## src/rtl/reg_bank_decoded_pkg.sv

```systemverilog
// Shared widths and the one-hot encoding helper for the decoded register bank.
// The default widths are used both by the bank and by its address decoder.
package reg_bank_decoded_pkg;

  localparam int REG_ADDR_W = 3;
  localparam int REG_DATA_W = 16;
  localparam int NUM_REGS   = 2 ** REG_ADDR_W;

  // With en low the result is all zero; there is no fall-back to bit 0.
  function automatic logic [NUM_REGS-1:0] onehot_encode(
    input logic [REG_ADDR_W-1:0] addr,
    input logic                  en
  );
    logic [NUM_REGS-1:0] res;
    res = '0;
    if (en) res[addr] = 1'b1;
    return res;
  endfunction

endpackage

```

## src/rtl/reg_bank_decoded_onehot_decoder.sv

```systemverilog
// Purely combinational N-to-2^N one-hot decoder with an enable.
// At the package default width it reuses the shared encoding helper.
module onehot_decoder
  import reg_bank_decoded_pkg::*;
#(
  parameter int IN_W = REG_ADDR_W
) (
  input  logic              en,
  input  logic [IN_W-1:0]   sel,
  output logic [2**IN_W-1:0] out
);

  if (IN_W == REG_ADDR_W) begin : g_pkg
    assign out = onehot_encode(sel, en);
  end else begin : g_generic
    for (genvar i = 0; i < 2 ** IN_W; i++) begin : g_bit
      assign out[i] = en && (sel == IN_W'(i));
    end
  end

endmodule

```

## src/rtl/reg_bank_decoded.sv

```systemverilog
// Register bank with decoded write enables, two combinational read ports,
// optional write-first bypass, optional hardwired-zero r0 and written-since-reset tracking.
module reg_bank_decoded
  import reg_bank_decoded_pkg::*;
#(
  parameter int ADDR_W  = REG_ADDR_W,
  parameter int DATA_W  = REG_DATA_W,
  parameter bit ZERO_R0 = 1'b1,
  parameter bit BYPASS  = 1'b1
) (
  input  logic                clk,
  input  logic                rst_n,
  input  logic                we,
  input  logic [ADDR_W-1:0]   waddr,
  input  logic [DATA_W-1:0]   wdata,
  input  logic [ADDR_W-1:0]   raddr_a,
  output logic [DATA_W-1:0]   rdata_a,
  output logic                rvalid_a,
  input  logic [ADDR_W-1:0]   raddr_b,
  output logic [DATA_W-1:0]   rdata_b,
  output logic                rvalid_b,
  output logic [2**ADDR_W-1:0] wen_onehot,
  output logic [ADDR_W:0]     wr_count
);

  localparam int REG_COUNT = 2 ** ADDR_W;
  localparam int CNT_W     = ADDR_W + 1;

  localparam logic [REG_COUNT-1:0] VALID_RST = ZERO_R0 ? REG_COUNT'(1) : '0;
  localparam logic [REG_COUNT-1:0] WR_MASK   = ZERO_R0 ? ~REG_COUNT'(1) : '1;
  localparam logic [CNT_W-1:0]     CNT_RST   = ZERO_R0 ? CNT_W'(1) : '0;
  localparam logic [CNT_W-1:0]     CNT_MAX   = CNT_W'(REG_COUNT);

  logic [DATA_W-1:0]    regs [REG_COUNT];
  logic [REG_COUNT-1:0] valid;
  logic [REG_COUNT-1:0] onehot;
  logic [REG_COUNT-1:0] wr_en;
  logic                 first_write;

  onehot_decoder #(
    .IN_W (ADDR_W)
  ) u_decoder (
    .en  (we),
    .sel (waddr),
    .out (onehot)
  );

  // r0 is masked out of the storage enables but still shows up in wen_onehot.
  assign wr_en       = onehot & WR_MASK;
  assign first_write = |(wr_en & ~valid);

  // NOTE: the storage array is reset along with the control state because
  // every register must read 0 after reset; this rules out RAM-macro mapping.
  // NOTE: sequential state uses non-blocking assignments only, so all
  // registers see pre-edge values regardless of statement order.
  always_ff @(posedge clk or negedge rst_n) begin
    if (!rst_n) begin
      for (int i = 0; i < REG_COUNT; i++) regs[i] <= '0;
      valid      <= VALID_RST;
      wen_onehot <= '0;
      wr_count   <= CNT_RST;
    end else begin
      for (int i = 0; i < REG_COUNT; i++) begin
        if (wr_en[i]) regs[i] <= wdata;
      end
      valid      <= valid | wr_en;
      wen_onehot <= onehot;
      if (first_write && (wr_count != CNT_MAX)) wr_count <= wr_count + CNT_W'(1);
    end
  end

  // Returns {valid, data} for one read address, applying bypass then the r0 override.
  function automatic logic [DATA_W:0] read_port(
    input logic [ADDR_W-1:0]    raddr,
    input logic [DATA_W-1:0]    stored,
    input logic                 stored_valid,
    input logic                 wr,
    input logic [ADDR_W-1:0]    wr_addr,
    input logic [DATA_W-1:0]    wr_data
  );
    logic [DATA_W:0] res;
    // NOTE: every path starts from a full default so the combinational
    // readout never holds a stale value (no latch).
    res = {stored_valid, stored};
    if (BYPASS && wr && (raddr == wr_addr) && !(ZERO_R0 && (wr_addr == '0)))
      res = {1'b1, wr_data};
    if (ZERO_R0 && (raddr == '0))
      res = {1'b1, {DATA_W{1'b0}}};
    return res;
  endfunction

  always_comb begin
    {rvalid_a, rdata_a} = read_port(raddr_a, regs[raddr_a], valid[raddr_a], we, waddr, wdata);
  end

  always_comb begin
    {rvalid_b, rdata_b} = read_port(raddr_b, regs[raddr_b], valid[raddr_b], we, waddr, wdata);
  end

endmodule

```

## config.mk

```make
export PLATFORM = sky130hd
export DESIGN_NAME = reg_bank_decoded
export DESIGN_NICKNAME = d
export VERILOG_FILES = /design/src/rtl/reg_bank_decoded_pkg.sv /design/src/rtl/reg_bank_decoded_onehot_decoder.sv /design/src/rtl/reg_bank_decoded.sv
export SDC_FILE = /design/constraint.sdc
export NUM_CORES = 1
export LEC_CHECK = 0
export CAP_MARGIN = 15
export CORE_MARGIN = 3
export CORE_UTILIZATION = 58
export DETAILED_ROUTE_END_ITERATION = 6
export PLACE_DENSITY = 0.91
export SYNTH_ARGS = -nofsm -noshare
export SYNTH_HDL_FRONTEND = slang
export SYNTH_SLANG_ARGS = --single-unit
```

## constraint.sdc

```tcl
create_clock -name clk -period 3 [get_ports clk]
set_clock_uncertainty 0.1 [all_clocks]
set_input_delay 0.6 -clock clk [delete_from_list [all_inputs] [get_ports clk]]
set_output_delay 0.6 -clock clk [all_outputs]
set_load 0.01 [all_outputs]
```

Word level (Yosys, flattened, before mapping) --
Index checks and enable logic that the tools add are counted. W data, S select, Z words.
Operators by class: $add $sub $neg 1, equality and inequality tests 3, reductions and logical operators 11, order comparisons 6, bitwise gates (word level) 5, mux-type cells 17
Operators with widths (count):
- $bmux W16 S3 | 2
- $mux W17 | 4
- $mux W16 | 4
- $lt A3 B4 Y1 const B | 3
- $logic_not A3 Y1 | 3
- $and A8 B8 Y8 | 1
- $ge A4 B4 Y1 const B | 2
- $mux W8 | 1
- $not A3 Y4 | 2
- $not A8 Y8 | 1
- $or A8 B8 Y8 | 1
- $reduce_or A8 Y1 | 1
- $bmux W1 S3 | 2
- $eq A3 B3 Y1 | 2
- $logic_and A1 B1 Y1 | 6
- $add A4 B1 Y4 const B | 1
- $ne A4 B4 Y1 const B | 1
- $demux W1 S3 | 1
- $ge A3 B1 Y1 const B | 1
- $mux W1 | 3
- $logic_not A1 Y1 | 1
Storage, ports and cells: output and inout bits 46, register bits 132, input bits 28, logic and storage cells 53

Longest topological paths before layout --
word-level depth 8, mapped depth 8, gate-level depth less buffers 5

Hierarchy --
From an unflattened synthesis, not the netlist that was laid out.
Unflattened totals: cells, all modules 549, area, all modules 7297.0 um2
By module, submodules not included:
- reg_bank_decoded | seq. area each 3279.4 um2, cells an instance 541, area an instance 7200.7 um2, times used 1
- onehot_decoder | seq. area each 0.0 um2, cells an instance 8, area an instance 96.3 um2, times used 1

Least setup slack after synthesis --
Ideal clock, no wire load.
path kind input to output, start in waddr[2], end out rdata_b[10], cell stages on the path 6, setup slack 145 ps, arrival 2155 ps, buffers on the path 2, required time 2300 ps, cells stage by stage buf_2 -> or3b_1 -> a211o_1 -> a21oi_4 -> buf_12 -> mux2_4
Between the ends: cells in the longest elaborated chain, start to end 5, elaborated cells between the ends (all ways) 7, classes of those cells 1 x eq/ne; 2 x mux; 4 x reduce/logical
Ends and longest elaborated chain:
- start, declared | line reg_bank_decoded.sv:14 | input logic [ADDR_W-1:0] waddr,
- $eq A3 B3 Y1 or $logic_not A3 Y1 (tied branches) | line reg_bank_decoded.sv:85 | if (BYPASS && wr && (raddr == wr_addr) && !(ZERO_R0 && (wr_addr == '0)))
- $logic_and A1 B1 Y1 or $logic_not A1 Y1 (tied branches) | line reg_bank_decoded.sv:85
- $logic_and A1 B1 Y1 * | line reg_bank_decoded.sv:85
- $mux W17 * | line reg_bank_decoded.sv:85
- $mux W17 * | line reg_bank_decoded.sv:87 | if (ZERO_R0 && (raddr == '0))
- end, declared | line reg_bank_decoded.sv:20 | output logic [DATA_W-1:0] rdata_b,
Every way passes the cells marked *; elsewhere a longest branch is shown, timed or not.

Worst setup path after layout --
start in waddr[2], end out rdata_b[11]
The elaborated chain is that of the path after synthesis.

==> results.md <==
CTS:
- CTS saw approximately 130 sinks.
- Counting the buffers created by CTS gives 17.
- The H-tree generated during clock tree synthesis spans 4 levels.
- TritonCTS built the clock tree.
- The tree is rooted in a clkbuf_16.
- The number of buffers on the longest clock path is 2.
- The register clock-pin slew on the reported worst setup and hold paths is roughly 0.060 ns.
- The later pin in the worst-skew pair is clocked with a latency of ~0.43 ns.

Job:
- The tool flagged a number of max-cap violations equal to 0.

STA:
- Counting I/O delays and the setup requirement, the final critical path takes between 3 and 4 ns.
- In the post-route analysis, the smallest setup slack over all paths is -0.00431 ns.
- The max-slew headroom at the worst pin is 0.518.
- The setup violation total in the final timing report is 1.
- Setup repair after global routing could not meet its margin everywhere.
- The final-layout worst hold slack is roughly 0.11 ns.
- The highest achievable clock rate is 333 MHz.
- The number of pins exceeding their max-slew limit in the final report was 0.
- The measured slew at the worst slew-check pin is about 0.72 ns.
- The number of hold violations in the final report was 0.
- The share of the clock period used by the worst path after layout is 1.00.

Outcome:
- The final reports fail on DRC, setup timing.
- The flow ran to the end, but the final reports show violations.

Placed design:
- The wire-length estimate of the detail-placed layout is about 15000 um.
- Summing all placed instances gives a cell area of slightly below 0.009 sq mm.
- The count of input and output buffers is 73.
- The last weighted congestion value of the routability-driven placer is around 0.85.

Synthesis:
- The count of mapped cells out of synthesis is 658.
- When the netlist entered floorplanning its net count stood at between 600 and 700.
- After synthesis, the cell types taking the most area are dfrtp_1 (44%), mux2_2 (17%), mux4_2 (10%), nand2_1 (8.4%), mux2_4 (3.6%).
- After synthesis the cells add up to ~0.0074 sq mm.
- The most frequent cell after synthesis is nand2_1.
- In this run, synthesis inferred 0 flip-flops with an integrated enable.
- In this run, synthesis produced a sequential element count of about 130.
- Each instance of the synthesized netlist takes up on average roughly 11 sq um.
- The predominant post-synthesis flop cell is dfrtp_1.
- During synthesis, Yosys emitted a total of 0 warnings.
- Yosys mapped the design onto 41 distinct sky130hd cell types.
- The area share of the largest cell type after synthesis is 0.438.
- By count the netlist is led by nand2_1 (167), dfrtp_1 (130), mux2_2 (112).
- In the synthesized netlist the async set-or-reset flop fraction comes to 1.00.
- The largest total area in the synthesized netlist belongs to dfrtp_1.
- Of the synthesized area, sequential elements account for 0.441.

Pwr:
- Dividing total power by cell area gives a power density of between 600 and 700 mW/mm^2.
- The cell leakage power is around 4.3 nW.
- The maximum ir drop on the vdd rail is 0.460 mV.
- The total chip power is around 6.2 mW.

Detailed routing:
- The highest metal layer with signal wires is met4.
- The detailed route wirelength on metal2 is 12200 um.
- The remaining antenna violation count after routing is 0.
- After detailed routing, the number of remaining DRC violations is 21.
- Dividing the detail-routed via count by the number of cells gives about 7.3.
- For this block, the routed nets add up to roughly 27000 um of wire.
- The met3 routed wirelength is ~3300 um.
- The number of iterations in the first detailed-routing pass is 7.
- The wire length the detailed router placed on met1 is between 8000 and 9000 um.
- The violation count after the first detailed-route iteration is 1200.
- Across all layers, the routed design uses 6906 vias.
- The average wire per standard cell is about 28 um.

Cells and area:
- The layout overhead on the synthesized area is 28.5%.
- The diode insertion count for antenna repair is 0.
- The finished layout cell area is around 0.0095 sq mm.
- In the final layout, the multi-input gates occupy around 0.0039 sq mm.
- Counting the fill cells in the layout gives around 600.
- The final layout contains about 800 nets.
- In the final layout, the share of cells above drive strength 1 is 0.401.
- Summing all flip-flop and latch instances after layout gives around 0.0033 sq mm.

Critical path:
- The startpoint kind of the worst setup timing path is an input port.
- The worst setup path is of the input port to output port kind.
- The peak fanout along the critical path is 5.
- The worst reg2reg path endpoint is wr_count[1]$_DFFE_PN0P_.
- The delay of the slowest cell on the worst path is around 0.37 ns.
- The arrival time reported for the critical path endpoint is roughly 2.3 ns.
- The type of destination of the critical path is an output port.
- The startpoint of the most critical register-to-register path is valid[6]$_DFF_PN0_.
- The critical path startpoint is waddr[2].
- For flop-to-flop paths, the worst setup slack is 1.02 ns.
- Walking the worst path, the cells encountered are buf_6, or3b_1, a211o_1, a21oi_4, buf_12, buf_12, mux2_4, buf_6.
- The standard cell with the maximum stage delay on the critical path is or3b_1.
- Measured in cells, the most critical reg-to-reg path has a length of 4.
- In this run the worst setup path terminates at rdata_b[11].
- For the worst setup path, the data required time is between 2 and 2.5 ns.

Floorplanning:
- The number of standard-cell rows in the floorplan is 40.
- The overall die width is between 100 and 150 um.
- The die is approximately 120 um tall.
- The die covers ~0.014 sq mm.
- The starting utilization of the core area is 0.606.
- The placeable core region is between 0.01 and 0.015 sq mm.
- The count of boundary I/O pins is 74.

GRT:
- The number of antenna violations at the first check in global routing is 0.
- The overall global routing resource usage is 0.390.
- The number of global-route vias before repair is 7231.
- The largest net degree at the start of global routing is 55.
- The first global-routing pass estimated ~42000 um of wire.
- The aggregate global routing overflow is 0.

Hold path:
- The min-delay analysis places its worst path in the category input port to async pin.
-- cell usage in the layout, fill, tap and decap left out, drive strengths merged, types with 2 or more instances in the layout --
master	n
nor2	3
nand3	3
a21oi	20
ha	2
or3b	4
nor2b	4
nand3b	2
a22oi	17
a211o	4
inv	19
mux2i	2
mux2	130
clkdlybuf4s50	29
nand2b	7
nand4b	2
dfrtp	130
clkbuf	23
xnor2	5
nor3b	2
mux4	34
a221oi	17
o41ai	2
dlygate4sd2	4
or2	4
o21ai	19
buf	107
bufinv	3
nor3	2
nand2	167
clkinvlp	3
clkinv	7
-- layout make-up --
| cell class | instances | area share |
|---|---|---|
| clock buffer | 22 | 0.0476 |
| multi-input combinational | 458 | 0.407 |
| clock inverter | 10 | 0.0139 |
| sequential | 131 | 0.343 |
| inverter | 22 | 0.00865 |
| timing repair buffer | 141 | 0.157 |
| tap | 168 | 0.0220 |
-- registers in the layout (all words and copies together) (netlist names) --
name	count
valid	7
regs	112
wen_onehot	8
wr_count	4
-- metal layers --
metal / vias to the layer above / global-route usage
met2: 780 / 0.587
li1: 2567 / -
met4: 0 / 0.314
met5: - / 0
met3: 288 / 0.130
met1: 3271 / 0.456
-- stage by stage --
step           utilization  cells  setup slack, ns  TNS (ns)
2_1_floorplan            -    658            0.145         0
3_3_place_gp         0.711    914           -0.700    -21.65
3_5_place_dp         0.711    914           -0.750    -23.16
4_1_cts              0.775    952          -0.0108   -0.0149
5_1_grt              0.779    952          -0.0278    -0.182
6_report             0.779    952         -0.00431  -0.00431
-- power breakdown --
part | switching [mW] | total, mW | internal [mW] | leakage (nW)
registers | 0.348 | 2.44 | 2.09 | 1.59
clock network | 0.795 | 2.12 | 1.32 | 0.280
logic | 0.736 | 1.63 | 0.897 | 2.41
total | 1.88 | 6.19 | 4.31 | 4.28
-- repair_timing --
item | CTS | global route
pin swaps | 6 | 3
gates cloned | 3 | 0
gates resized for setup | 211 | 16
buffers inserted | 4 | 1
endpoints found under the setup margin | 34 | 34
hold buffers | 0 | 0
-- worst min path at each step --
stage                            to  slack [ns]  depth (start not counted)
6_report        regs[3]$_DFFE_PN0P_        0.11                          1
5_1_grt         regs[3]$_DFFE_PN0P_        0.16                          1
4_1_cts         regs[3]$_DFFE_PN0P_        0.12                          1
3_5_place_dp   regs[27]$_DFFE_PN0P_        0.38                          2
3_3_place_gp   regs[27]$_DFFE_PN0P_        0.37                          2
2_1_floorplan   regs[0]$_DFFE_PN0P_        0.20                          0
-- logic make-up after synthesis --
logic type      Yosys count  share of synthesized area
mux                     166                      0.312
compound gates           81                     0.0760
flops                   131                      0.441
fa+ha+maj                 2                    0.00337
simple gates            204                      0.117
buf+inv                  69                     0.0441
xor+xnor                  5                    0.00589
-- critical path: cells and delay by family --
family | cells | cell delay [ns]
AO/OA/AOI/OAI | 2 | 0.51
buffers and inverters | 4 | 0.50
multiplexers | 1 | 0.32
AND/OR/NAND/NOR | 1 | 0.37
(Power assumes the default switching activity.)
==> edit 1: new RTL, config.mk and constraints unchanged <==
Change the package constant `REG_DATA_W` from 16 to 12.
--- a/src/rtl/reg_bank_decoded_pkg.sv
+++ b/src/rtl/reg_bank_decoded_pkg.sv
@@ -3,7 +3,7 @@
 package reg_bank_decoded_pkg;
 
   localparam int REG_ADDR_W = 3;
-  localparam int REG_DATA_W = 16;
+  localparam int REG_DATA_W = 12;
   localparam int NUM_REGS   = 2 ** REG_ADDR_W;
 
   // With en low the result is all zero; there is no fall-back to bit 0.
Interface: changed (resized rdata_a, rdata_b and wdata); port bits go from 74 to 62. The function was not compared with the original's and may differ.
==> edit 1 against the original RTL <==
Routed wire length down 32%. Global-route usage shrank 5.3 points. Power down 37%. Sequential cell count is 28 lower. Cell count down 21%. Fmax is 0.71% lower. Synthesized cell count down 21%. Setup slack worse by 0.021 ns. Cell area fell by 24%. Count of clock-buffer cells in the layout down 12. Critical path type unchanged. Die area shrank 20%. The run ends with negative setup slack left. Area after synthesis fell by 21%. Critical endpoint is now rdata_b[9].
==> edit 1: results (changes against the original RTL) <==
Outcome
  – Outcome: finished with violations (unchanged)
  – Failing checks: negative setup slack (was design-rule violations, negative setup slack)

GRT
  – GRT Total Usage: 0.3375 (was 0.3905)
  – GR Util met1: 0.4031 (was 0.4560)
  – First-pass GRT wire length: 29.06 mm (was 41.99 mm)
  – GR Util met3: 0.09452 (was 0.1296)
  – Met2 global-route usage: 0.5234 (was 0.5874)

Layout
  – Fin cells: 750 (was 952)
  – Share of layout cells above drive strength 1: 0.3744 (was 0.4005)

Synth
  – Adder-cell share of the synthesized area: 0.004246 (was 0.003369)
  – Top post-synthesis cells by count: nand2_1 (127), dfrtp_1 (102), mux2_2 (69) (was nand2_1 (167), dfrtp_1 (130), mux2_2 (112))
  – Post-synthesis mux area share: 0.3015 (was 0.3119)
  – Synthesized area per cell: 11.31 um^2 (was 11.29 um^2)
  – Compound-Gate Fraction of Synth Area: 0.07983 (was 0.07596)
  – Syn Nets: 547 (was 688)
  – Register area share after synthesis: 0.4376 (was 0.4415)
  – Netlist cell types: 43 (was 41)

Place
  – GP Congestion: 0.8974 (was 0.8545)
  – PortBufs: 61 (was 73)
  – DP Worst Slack: -0.8916 ns (was -0.7496 ns)

Detailed routing
  – DR iter-0 viols: 592 (was 1200)
  – Met1 wire length: 6.313 mm (was 8.808 mm)
  – Met3 Wirelength: 1.968 mm (was 3.276 mm)
  – Length of routed met2 wiring: 8.647 mm (was 12.21 mm)

Pwr
  – Lkg Pwr: 3.277 nW (was 4.276 nW)
  – Pwr dens: 535.1 nW/um^2 (was 647.9 nW/um^2)
  – Max IR drop VDD: 0.0002892 V (was 0.0004597 V)

STA
  – Final setup margin: -0.02569 ns (was -0.004309 ns)
  – Final TNS setup: -0.06750 ns (was -0.004309 ns)
  – Final setup violation count: 6 (was 1)

Setup path
  – Crit-path max FO: 6 (was 5)
  – Reg2Reg Setup Slack: 1.21 ns (was 1.02 ns)

Clocking
  – Root Driver: clkbuf_8 (was clkbuf_16)
  – Clock slew at reported path FFs: 0.11 ns (was 0.06 ns)
  – Num CTS Buffers: 9 (was 17)
-- edit 1: logic make-up (layout without fill, tap and decap cells) --
logic type	Yosys count	in the layout
AO/OA/AOI/OAI	65	65
XOR/XNOR	5	5
adder cells (fa/ha/maj)	2	2
buffers and inverters	56	152
flip-flops	103	103
multiplexers	126	126
AND/OR/NAND/NOR	164	164
-- edit 1: worst min-delay path by stage --
stage                     to  slack [ns]  cells past startpoint  startpoint
6_report       wen_onehot[4]        0.13                      1       rst_n
5_1_grt        wen_onehot[4]        0.16                      1       rst_n
4_1_cts        wen_onehot[4]        0.15                      1       rst_n
3_5_place_dp         regs[8]        0.38                      2     regs[8]
3_3_place_gp         regs[5]        0.37                      2     regs[5]
2_1_floorplan        regs[0]        0.20                      0       rst_n
-- edit 1: layout make-up --
class | instances | area (um^2) | area share
Sequential cell | 103 | 2579 | 0.3558
Clock inverter | 6 | 53.80 | 0.007423
Tap cell | 133 | 166.4 | 0.02296
Inverter | 18 | 67.56 | 0.009322
Timing Repair Buffer | 118 | 1197 | 0.1652
Multi-Input combinational cell | 362 | 3047 | 0.4203
Clock buffer | 10 | 137.6 | 0.01899
-- edit 1: critical path, stage by stage --
cell and delay (ns):
buf_6 0.10, or3b_1 0.38, a211o_1 0.31, a21oi_4 0.24, buf_12 0.17, buf_6 0.10, mux2_4 0.30, buf_6 0.13
-- edit 1: repair_timing --
action                                  4_1_cts  5_1_grt
setup buffers                                11        0
resized for setup                           150       12
hold buffers                                  0        0
endpoints found under the hold margin         0        0
endpoints found under the setup margin       26       24
cloned                                        3        0
pin swaps                                     6        4
==> edit 2: new RTL, config.mk and constraints unchanged <==
Without the edit above. Add an input register stage for `we`, `waddr`, `wdata`, `raddr_a` and `raddr_b`, without a reset; this delays them by one clock.
--- a/src/rtl/reg_bank_decoded.sv
+++ b/src/rtl/reg_bank_decoded.sv
@@ -31,6 +31,20 @@
   localparam logic [CNT_W-1:0]     CNT_RST   = ZERO_R0 ? CNT_W'(1) : '0;
   localparam logic [CNT_W-1:0]     CNT_MAX   = CNT_W'(REG_COUNT);
 
+  logic we_q;
+  logic [ADDR_W-1:0] waddr_q;
+  logic [DATA_W-1:0] wdata_q;
+  logic [ADDR_W-1:0] raddr_a_q;
+  logic [ADDR_W-1:0] raddr_b_q;
+
+  always_ff @(posedge clk) begin
+    we_q      <= we;
+    waddr_q   <= waddr;
+    wdata_q   <= wdata;
+    raddr_a_q <= raddr_a;
+    raddr_b_q <= raddr_b;
+  end
+
   logic [DATA_W-1:0]    regs [REG_COUNT];
   logic [REG_COUNT-1:0] valid;
   logic [REG_COUNT-1:0] onehot;
@@ -40,8 +54,8 @@
   onehot_decoder #(
     .IN_W (ADDR_W)
   ) u_decoder (
-    .en  (we),
-    .sel (waddr),
+    .en  (we_q),
+    .sel (waddr_q),
     .out (onehot)
   );
 
@@ -61,7 +75,7 @@
       wr_count   <= CNT_RST;
     end else begin
       for (int i = 0; i < REG_COUNT; i++) begin
-        if (wr_en[i]) regs[i] <= wdata;
+        if (wr_en[i]) regs[i] <= wdata_q;
       end
       valid      <= valid | wr_en;
       wen_onehot <= onehot;
@@ -90,11 +104,11 @@
   endfunction
 
   always_comb begin
-    {rvalid_a, rdata_a} = read_port(raddr_a, regs[raddr_a], valid[raddr_a], we, waddr, wdata);
+    {rvalid_a, rdata_a} = read_port(raddr_a_q, regs[raddr_a_q], valid[raddr_a_q], we_q, waddr_q, wdata_q);
   end
 
   always_comb begin
-    {rvalid_b, rdata_b} = read_port(raddr_b, regs[raddr_b], valid[raddr_b], we, waddr, wdata);
+    {rvalid_b, rdata_b} = read_port(raddr_b_q, regs[raddr_b_q], valid[raddr_b_q], we_q, waddr_q, wdata_q);
   end
 
 endmodule
Behaviour: not the same (Yosys sat finds a counterexample within 4 cycles, from zero or initial values and one cycle with rst_n low).
==> edit 2 against the original RTL <==
The flow finishes with violations (negative setup slack). Routed wire length shrank 16%. Area after synthesis grew 6.4%. Power grew 9.4%. First-iteration DRC count shrank 37%. Sequential cell count grew 26. Clock power grew 8%. Sequential share of layout area grew 4.4 points. Cell area grew 3.0%. Setup slack lost 0.14 ns. Sequential power grew 17%. Critical path type is now reg -> out. Critical endpoint is now rdata_b[6]. Largest power group unchanged.
==> edit 2: results (changes against the original RTL) <==
Pwr
  – Clk pwr: 2.28 mW (was 2.12 mW)
  – Combinational power share: 0.241 (was 0.264)
  – Switching power: 1.881 mW (was 1.879 mW)
  – Lkg Pwr: 4.281 nW (was 4.276 nW)
  – Max IR drop VDD: 0.0004265 V (was 0.0004597 V)

Synth
  – XOR/XNOR Fraction of Synth Area: 0.006650 (was 0.005895)
  – Synth top area cells: dfrtp_1 (41%), mux2_2 (18%), mux4_2 (10%) (was dfrtp_1 (44%), mux2_2 (17%), mux4_2 (10%))
  – Top post-synthesis cells by count: dfrtp_1 (130), mux2_2 (127), nand2_1 (119) (was nand2_1 (167), dfrtp_1 (130), mux2_2 (112))
  – Post-synthesis mux area share: 0.3189 (was 0.3119)
  – Asr flop ratio synth: 0.8344 (was 1.000)
  – Compound-Gate Fraction of Synth Area: 0.06840 (was 0.07596)
  – Adder-cell share of the synthesized area: 0.003167 (was 0.003369)

Detailed routing
  – Routed WL: 22.54 mm (was 26.89 mm)
  – Via density: 6.530 (was 7.254)
  – DR iter-0 viols: 751 (was 1200)

Layout
  – Largest registers: regs x112, wdata_q x16, wen_onehot x8 (was regs x112, wen_onehot x8, valid x7)
  – Share of layout cells above drive strength 1: 0.4064 (was 0.4005)
  – Fin nets: 765 (was 801)

Place
  – Placed cell area: 8999 um^2 (was 8715 um^2)
  – DP Cell Count: 884 (was 914)
  – DP Worst Slack: 0.05312 ns (was -0.7496 ns)
  – GP Congestion: 0.8158 (was 0.8545)

Setup path
  – CP Data Arrival Time: 2.45 ns (was 2.30 ns)
  – CP Capture Point: rdata_b[6] (was rdata_b[11])

Clocking
  – Post-CTS sizing: 194 (was 211)
  – Setup bufs post-CTS: 8 (was 4)
  – # hold bufs at CTS: 1 (was 0)

STA
  – Final TNS setup: -2.555 ns (was -0.004309 ns)
  – Final setup margin: -0.1462 ns (was -0.004309 ns)
  – Final setup violation count: 28 (was 1)

Outcome
  – Outcome: finished with violations (unchanged)
  – Failing checks: negative setup slack (was design-rule violations, negative setup slack)
edit 2: cell type report:
cell class / instances / area, um^2 / area share
Sequential cell: 157 / 3809 / 0.3873
Inverter: 23 / 86.33 / 0.008779
Clock inverter: 10 / 165.2 / 0.01679
Clock buffer: 22 / 454.2 / 0.04618
Timing Repair Buffer: 117 / 1250 / 0.1271
Multi-Input combinational cell: 419 / 3850 / 0.3915
Tap cell: 176 / 220.2 / 0.02239
edit 2: critical path: stages (launching register included):
cell and delay, ns:
dfxtp_4 0.37, or3b_1 0.37, a211o_1 0.31, a21oi_4 0.23
buf_12 0.14, buf_12 0.14, mux2_4 0.32, buf_6 0.12
edit 2: routing by layer:
| metal | GRT usage | up-vias | share of wire |
|---|---|---|---|
| met4 | 0.1526 | 0 | 0.041 |
| met3 | 0.08710 | 93 | 0.11 |
| met1 | 0.3910 | 3012 | 0.36 |
| li1 | - | 2499 | - |
| met2 | 0.5039 | 430 | 0.49 |
| met5 | 0 | - | 0 |
